===== config.mk =====
export PLATFORM = sky130hd
export DESIGN_NAME = id_ex_stage_register
export DESIGN_NICKNAME = d
export VERILOG_FILES = /design/src/rtl/id_ex_stage_register_pkg.sv /design/src/rtl/id_ex_stage_register_hazard_detection_unit.sv /design/src/rtl/id_ex_stage_register.sv
export SDC_FILE = /design/constraint.sdc
export NUM_CORES = 1
export LEC_CHECK = 0
export ABC_AREA = 0
export CORE_ASPECT_RATIO = 1.2
export CORE_MARGIN = 3
export CORE_UTILIZATION = 38
export DETAILED_ROUTE_END_ITERATION = 10
export PLACE_DENSITY_LB_ADDON = 0.25
export SLEW_MARGIN = 20
export SYNTH_ARGS = -nofsm -noshare
export SYNTH_HDL_FRONTEND = slang
export SYNTH_SLANG_ARGS = --single-unit

===== constraint.sdc =====
create_clock -name clk -period 3.77 [get_ports clk]
set_clock_uncertainty 0.15 [all_clocks]
set_input_delay 0.754 -clock clk [delete_from_list [all_inputs] [get_ports clk]]
set_output_delay 0.754 -clock clk [all_outputs]
set_load 0.02 [all_outputs]

===== src/rtl/id_ex_stage_register_pkg.sv =====
// Shared pipeline types for the segmented RISC-V core: ALU opcode classes and
// per-stage control bundles, each with a NOP/bubble constant.
package id_ex_stage_register_pkg;

  localparam logic [1:0] AluOpLdSt   = 2'b00;
  localparam logic [1:0] AluOpBranch = 2'b01;
  localparam logic [1:0] AluOpRType  = 2'b10;
  localparam logic [1:0] AluOpIType  = 2'b11;

  typedef struct packed {
    logic [1:0] alu_op;
    logic       alu_src;
  } ex_ctrl_t;

  typedef struct packed {
    logic mem_read;
    logic mem_write;
    logic branch;
  } mem_ctrl_t;

  typedef struct packed {
    logic reg_write;
    logic mem_to_reg;
  } wb_ctrl_t;

  localparam ex_ctrl_t  ExCtrlNop  = '{alu_op: AluOpLdSt, alu_src: 1'b0};
  localparam mem_ctrl_t MemCtrlNop = '{mem_read: 1'b0, mem_write: 1'b0, branch: 1'b0};
  localparam wb_ctrl_t  WbCtrlNop  = '{reg_write: 1'b0, mem_to_reg: 1'b0};

endpackage


===== src/rtl/id_ex_stage_register_hazard_detection_unit.sv =====
// Load-use hazard detector: the load in EX writes a register that the
// instruction in decode reads, so decode must wait one cycle.
module id_ex_stage_register_hazard_detection_unit #(
  parameter int unsigned REG_ADDR_WIDTH = 5
) (
  input  logic                      ex_valid_in,
  input  logic                      ex_mem_read_in,
  input  logic [REG_ADDR_WIDTH-1:0] ex_rd_in,
  input  logic                      id_valid_in,
  input  logic [REG_ADDR_WIDTH-1:0] id_rs1_in,
  input  logic [REG_ADDR_WIDTH-1:0] id_rs2_in,
  input  logic                      id_uses_rs1_in,
  input  logic                      id_uses_rs2_in,
  output logic                      hazard_out
);

  logic w_rs1_match;
  logic w_rs2_match;
  logic w_ex_load;

  assign w_rs1_match = id_uses_rs1_in && (id_rs1_in == ex_rd_in);
  assign w_rs2_match = id_uses_rs2_in && (id_rs2_in == ex_rd_in);
  // x0 is never written, so a load targeting it cannot create a dependency
  assign w_ex_load   = ex_valid_in && ex_mem_read_in && (ex_rd_in != '0);
  assign hazard_out  = w_ex_load && id_valid_in && (w_rs1_match || w_rs2_match);

endmodule


===== src/rtl/id_ex_stage_register.sv =====
// ID/EX pipeline register with load-use bubble insertion, stall/flush
// handling and a saturating count of inserted bubbles.
module id_ex_stage_register
  import id_ex_stage_register_pkg::*;
#(
  parameter int unsigned DATA_WIDTH     = 32,
  parameter int unsigned REG_ADDR_WIDTH = 5,
  parameter int unsigned CNT_WIDTH      = 16
) (
  input  logic                      clk,
  input  logic                      rst,
  input  logic                      valid_in,
  input  logic [DATA_WIDTH-1:0]     pc_in,
  input  logic [DATA_WIDTH-1:0]     read_data_1_in,
  input  logic [DATA_WIDTH-1:0]     read_data_2_in,
  input  logic [DATA_WIDTH-1:0]     immediate_gen_in,
  input  logic [REG_ADDR_WIDTH-1:0] rs1_in,
  input  logic [REG_ADDR_WIDTH-1:0] rs2_in,
  input  logic [REG_ADDR_WIDTH-1:0] rd_in,
  input  logic                      uses_rs1_in,
  input  logic                      uses_rs2_in,
  input  logic [2:0]                funct3_in,
  input  logic                      funct7_b30_in,
  input  logic [1:0]                alu_op_in,
  input  logic                      alu_src_in,
  input  logic                      mem_read_in,
  input  logic                      mem_write_in,
  input  logic                      branch_in,
  input  logic                      reg_write_in,
  input  logic                      mem_to_reg_in,
  input  logic                      stall_in,
  input  logic                      flush_in,
  output logic                      valid_out,
  output logic [DATA_WIDTH-1:0]     pc_out,
  output logic [DATA_WIDTH-1:0]     read_data_1_out,
  output logic [DATA_WIDTH-1:0]     read_data_2_out,
  output logic [DATA_WIDTH-1:0]     immediate_gen_out,
  output logic [REG_ADDR_WIDTH-1:0] rs1_out,
  output logic [REG_ADDR_WIDTH-1:0] rs2_out,
  output logic [REG_ADDR_WIDTH-1:0] rd_out,
  output logic                      uses_rs1_out,
  output logic                      uses_rs2_out,
  output logic [2:0]                funct3_out,
  output logic                      funct7_b30_out,
  output logic [1:0]                alu_op_out,
  output logic                      alu_src_out,
  output logic                      mem_read_out,
  output logic                      mem_write_out,
  output logic                      branch_out,
  output logic                      reg_write_out,
  output logic                      mem_to_reg_out,
  output logic                      hazard_stall_out,
  output logic [CNT_WIDTH-1:0]      bubble_count_out
);

  logic                      r_valid;
  logic [DATA_WIDTH-1:0]     r_pc, r_rd1, r_rd2, r_imm;
  logic [REG_ADDR_WIDTH-1:0] r_rs1, r_rs2, r_rd;
  logic                      r_uses_rs1, r_uses_rs2;
  logic [2:0]                r_funct3;
  logic                      r_funct7_b30;
  ex_ctrl_t                  r_ex;
  mem_ctrl_t                 r_mem;
  wb_ctrl_t                  r_wb;
  logic [CNT_WIDTH-1:0]      r_cnt;

  logic                      w_hazard;
  ex_ctrl_t                  w_ex_in;
  mem_ctrl_t                 w_mem_in;
  wb_ctrl_t                  w_wb_in;
  logic [CNT_WIDTH-1:0]      w_cnt_inc;

  id_ex_stage_register_hazard_detection_unit #(
    .REG_ADDR_WIDTH (REG_ADDR_WIDTH)
  ) u_hdu (
    .ex_valid_in    (r_valid),
    .ex_mem_read_in (r_mem.mem_read),
    .ex_rd_in       (r_rd),
    .id_valid_in    (valid_in),
    .id_rs1_in      (rs1_in),
    .id_rs2_in      (rs2_in),
    .id_uses_rs1_in (uses_rs1_in),
    .id_uses_rs2_in (uses_rs2_in),
    .hazard_out     (w_hazard)
  );

  // An empty decode slot must not carry side-effecting control into EX
  assign w_ex_in   = valid_in ? '{alu_op: alu_op_in, alu_src: alu_src_in} : ExCtrlNop;
  assign w_mem_in  = valid_in ? '{mem_read: mem_read_in, mem_write: mem_write_in,
                                  branch: branch_in} : MemCtrlNop;
  assign w_wb_in   = valid_in ? '{reg_write: reg_write_in, mem_to_reg: mem_to_reg_in}
                              : WbCtrlNop;
  assign w_cnt_inc = (r_cnt == '1) ? r_cnt : r_cnt + CNT_WIDTH'(1);

  always_ff @(posedge clk) begin
    if (rst || flush_in || (!stall_in && w_hazard)) begin
      r_valid      <= 1'b0;
      r_pc         <= '0;
      r_rd1        <= '0;
      r_rd2        <= '0;
      r_imm        <= '0;
      r_rs1        <= '0;
      r_rs2        <= '0;
      r_rd         <= '0;
      r_uses_rs1   <= 1'b0;
      r_uses_rs2   <= 1'b0;
      r_funct3     <= '0;
      r_funct7_b30 <= 1'b0;
      r_ex         <= ExCtrlNop;
      r_mem        <= MemCtrlNop;
      r_wb         <= WbCtrlNop;
      r_cnt        <= rst ? '0 : w_cnt_inc;
    end else if (!stall_in) begin
      r_valid      <= valid_in;
      r_pc         <= pc_in;
      r_rd1        <= read_data_1_in;
      r_rd2        <= read_data_2_in;
      r_imm        <= immediate_gen_in;
      r_rs1        <= rs1_in;
      r_rs2        <= rs2_in;
      r_rd         <= rd_in;
      r_uses_rs1   <= uses_rs1_in;
      r_uses_rs2   <= uses_rs2_in;
      r_funct3     <= funct3_in;
      r_funct7_b30 <= funct7_b30_in;
      r_ex         <= w_ex_in;
      r_mem        <= w_mem_in;
      r_wb         <= w_wb_in;
    end
  end

  assign valid_out         = r_valid;
  assign pc_out            = r_pc;
  assign read_data_1_out   = r_rd1;
  assign read_data_2_out   = r_rd2;
  assign immediate_gen_out = r_imm;
  assign rs1_out           = r_rs1;
  assign rs2_out           = r_rs2;
  assign rd_out            = r_rd;
  assign uses_rs1_out      = r_uses_rs1;
  assign uses_rs2_out      = r_uses_rs2;
  assign funct3_out        = r_funct3;
  assign funct7_b30_out    = r_funct7_b30;
  assign alu_op_out        = r_ex.alu_op;
  assign alu_src_out       = r_ex.alu_src;
  assign mem_read_out      = r_mem.mem_read;
  assign mem_write_out     = r_mem.mem_write;
  assign branch_out        = r_mem.branch;
  assign reg_write_out     = r_wb.reg_write;
  assign mem_to_reg_out    = r_wb.mem_to_reg;
  assign hazard_stall_out  = w_hazard;
  assign bubble_count_out  = r_cnt;

endmodule


==> impl_results.md <==
* Fin crit share at 95.0%
* DRC at 0
* Cell Rows at 55
* Post-DP HPWL at 16100 microns
* Die area at between 20000 and 25000 sq um
* Maximum vdd drop at between 0.2 and 0.3 mV
* Die width at ~130 microns
* CP Class: primary input to output pin
* Clock insertion delay at the later pin of the skew report at 420 ps
* R2R depth at 6
* CP Launch Type: primary input
* Final setup violation count at 0
* Status: completed
* Mapped Cells at 805
* Largest net degree at the start of global routing at 87
* Max_cap viols at 0
* Clock slew at reported path FFs at 60 ps
* Routed length per instance at 17.0 microns
* DR WL met3 at 1770 microns
* Bufs on Longest Clock Path at 2
* CORE AREA at 19100 sq um
* Starting DRT DRC Count at 349
* M1 wire length at ~9400 microns
* FF-to-FF Start: rd_out[4]$_SDFFE_PP0N_
* Clock sinks at 174
* Die height at 159 microns
* Final core occ at approximately three fifths
* DR vias/cell at approximately 5.2
* Tmin final at 3580 ps
* Initial core utilization at 39.1%
* CTS tree: done
* Inserted Clock Buffers at 17
* Max-slew violation count at 0
* HP Class: register to register
* Seq/Total Area, Yosys at 48.8%
* Mapped Nets at 968
* Vias in the first global route at 6878
* Initial antenna violation count at 1
* Fraction of layout cells with a size suffix above 1 at 6.72%
* F_max at 279 MHz
* RSZ-0062 raised after global routing: no
* EDFF count, synth at 16
* IO Pins at 337
* DR WL met2 at 11500 microns
* Global-route wire length before repair at ~37000 microns
* Final Net Count at 1266
* CP required at 2870 ps
* Synth top area share at 42.4%
* Leading area contributor after synthesis: dfxtp_1
* Post-CTS Hold Fix Bufs at 0
* Leak Pwr at 4.57 nW
* DRT antenna net count at 0
* Avg Inst Size Synth at 9.27 sq um
* All-Layer GR Usage at 21.1%
* CP endpoint kind: output pin
* Fill cell count at 1703
* CTS root buf: clkbuf_16
* Critical R2R Capture: bubble_count_out[9]$_SDFFCE_PP0P_
* GRT overflow at 0
* Commonest non-fill, non-tap cell in the layout: clkdlybuf4s50_1
* CP arrival at 2680 ps
* Most frequent cells in the layout: 336 x clkdlybuf4s50_1, 158 x dfxtp_1, 156 x nand2_1
* Worst Path Max Fanout at 2
* Main synth FF type: dfxtp_1
* Final count of hold timing violations at 0
* Library cells used by synthesis at 37
* Routed WL at roughly 23000 microns
* Largest cells by area after synthesis: dfxtp_1 42%, a2bb2oi_1 18%, o21ai_0 8.7%
* Final RePlAce weighted congestion at 0.783
* Setup crit end: hazard_stall_out
* Synth Register Bits at 174
* Pwr Density at approximately 400 nW/um^2
* Vias at 7098
* Port Buffers at 336
* Max-slew headroom at 72.4%
* Area of the mapped netlist at about 7500 sq um
* Top sig layer: met4
* FFs w/ async S/R, synth at 0%
* Clock H-tree levels at 4
* Pre-antenna DRT Iters at 4
* Post-CTS Setup Repair Bufs at 0
* Setup TNS Final at 0 ps
* Area Growth Syn to Fin at 55.1%
* Reg2Reg Setup Slack at ~1500 ps
* Synth warn at 0
* Worst slew pin tran at 414 ps
* Post-CTS sizing at 0
* Launch point of the worst path: rs2_in[3]
==> sequential cells by signal, indices dropped and copies added, names as in the netlist, 2 cells and up <==
name,count
read_data_2_out,32
read_data_1_out,32
pc_out,32
funct3_out,3
bubble_count_out,16
alu_op_out,2
immediate_gen_out,32
rs2_out,5
rs1_out,5
rd_out,5
==> power by group <==
part           switching [W]  internal, W  total, W
Clock               0.000750     0.000942   0.00169
Sequential         0.0000803      0.00199   0.00207
Combinational       0.000377     0.000439  0.000817
Total                0.00121      0.00337   0.00458
==> worst max-delay path: stages <==
cell and delay [ps]:
clkdlybuf4s50_1 540, xnor2_1 150, nand4_1 180, o22a_1 290, nor2_1 120, clkdlybuf4s50_1 640
==> cell type report <==
class	count	area (sq um)	area share (%)
timing repair buffer	350	3570	30.8
clock inverter	11	108	0.930
sequential	174	3640	31.5
tap	256	320	2.77
inverter	3	11.3	0.0973
multi-input combinational	557	3460	29.9
antenna	1	2.50	0.0216
clock buffer	21	454	3.93
==> metal layers <==
metal | GRT usage [%] | vias up
met3 | 6.35 | 41
met5 | 0 | -
met2 | 35.1 | 234
li1 | - | 3530
met4 | 8.98 | 0
met1 | 25.1 | 3293
==> synthesized netlist by cell type (2+ instances only) <==
cell,count
xor2_1,8
dfxtp_1,158
nand3_1,7
or4_1,2
o21ai_0,129
nor2_1,13
clkbuf_1,40
buf_2,8
inv_1,3
nand2_1,156
clkbuf_2,10
a21o_1,8
edfxtp_1,16
o21ai_2,25
a22o_1,8
xnor2_1,13
a21oi_1,3
a2bb2oi_1,150
and3_1,11
buf_6,11
and4_1,2
o22ai_1,2
nand4_1,5
nor3_1,3
or3_1,2
==> worst min path at each step <==
| stage | startpoint | end | slack [ps] | cells after the start |
|---|---|---|---|---|
| 2_1_floorplan | pc_out[2]$_SDFFE_PP0N_ | pc_out[2]$_SDFFE_PP0N_ | 430 | 2 |
| 3_3_place_gp | rs2_out[1]$_SDFFE_PP0N_ | rs2_out[1]$_SDFFE_PP0N_ | 290 | 2 |
| 3_5_place_dp | pc_out[0]$_SDFFE_PP0N_ | pc_out[0]$_SDFFE_PP0N_ | 300 | 2 |
| 4_1_cts | read_data_1_out[30]$_SDFFE_PP0N_ | read_data_1_out[30]$_SDFFE_PP0N_ | 320 | 2 |
| 5_1_grt | pc_out[0]$_SDFFE_PP0N_ | pc_out[0]$_SDFFE_PP0N_ | 330 | 2 |
| 6_report | read_data_1_out[30]$_SDFFE_PP0N_ | read_data_1_out[30]$_SDFFE_PP0N_ | 310 | 2 |
==> logic make-up (layout without fill, tap and decap cells) <==
kind of cell,count (synthesis),in the layout,synth area share [%]
compound gates,329,329,31.7
simple gates,206,206,11.6
flops,174,174,48.8
buf+inv,74,385,5.18
xor+xnor,21,21,2.47
fa+ha+maj,1,1,0.168
other cells,0,1,0
==> stage by stage <==
step           instances  instance area [sq um]  hold slack, ps  worst slack, ps  power (W)
3_5_place_dp        1340                  11000             301              172    0.00293
5_1_grt             1373                  11600             331              100    0.00477
2_1_floorplan        805                   7460             433              506    0.00245
6_report            1373                  11600             313              190    0.00458
4_1_cts             1372                  11600             316              165    0.00463
3_3_place_gp        1340                  11000             294              186    0.00292
(Power assumes the default switching activity.)
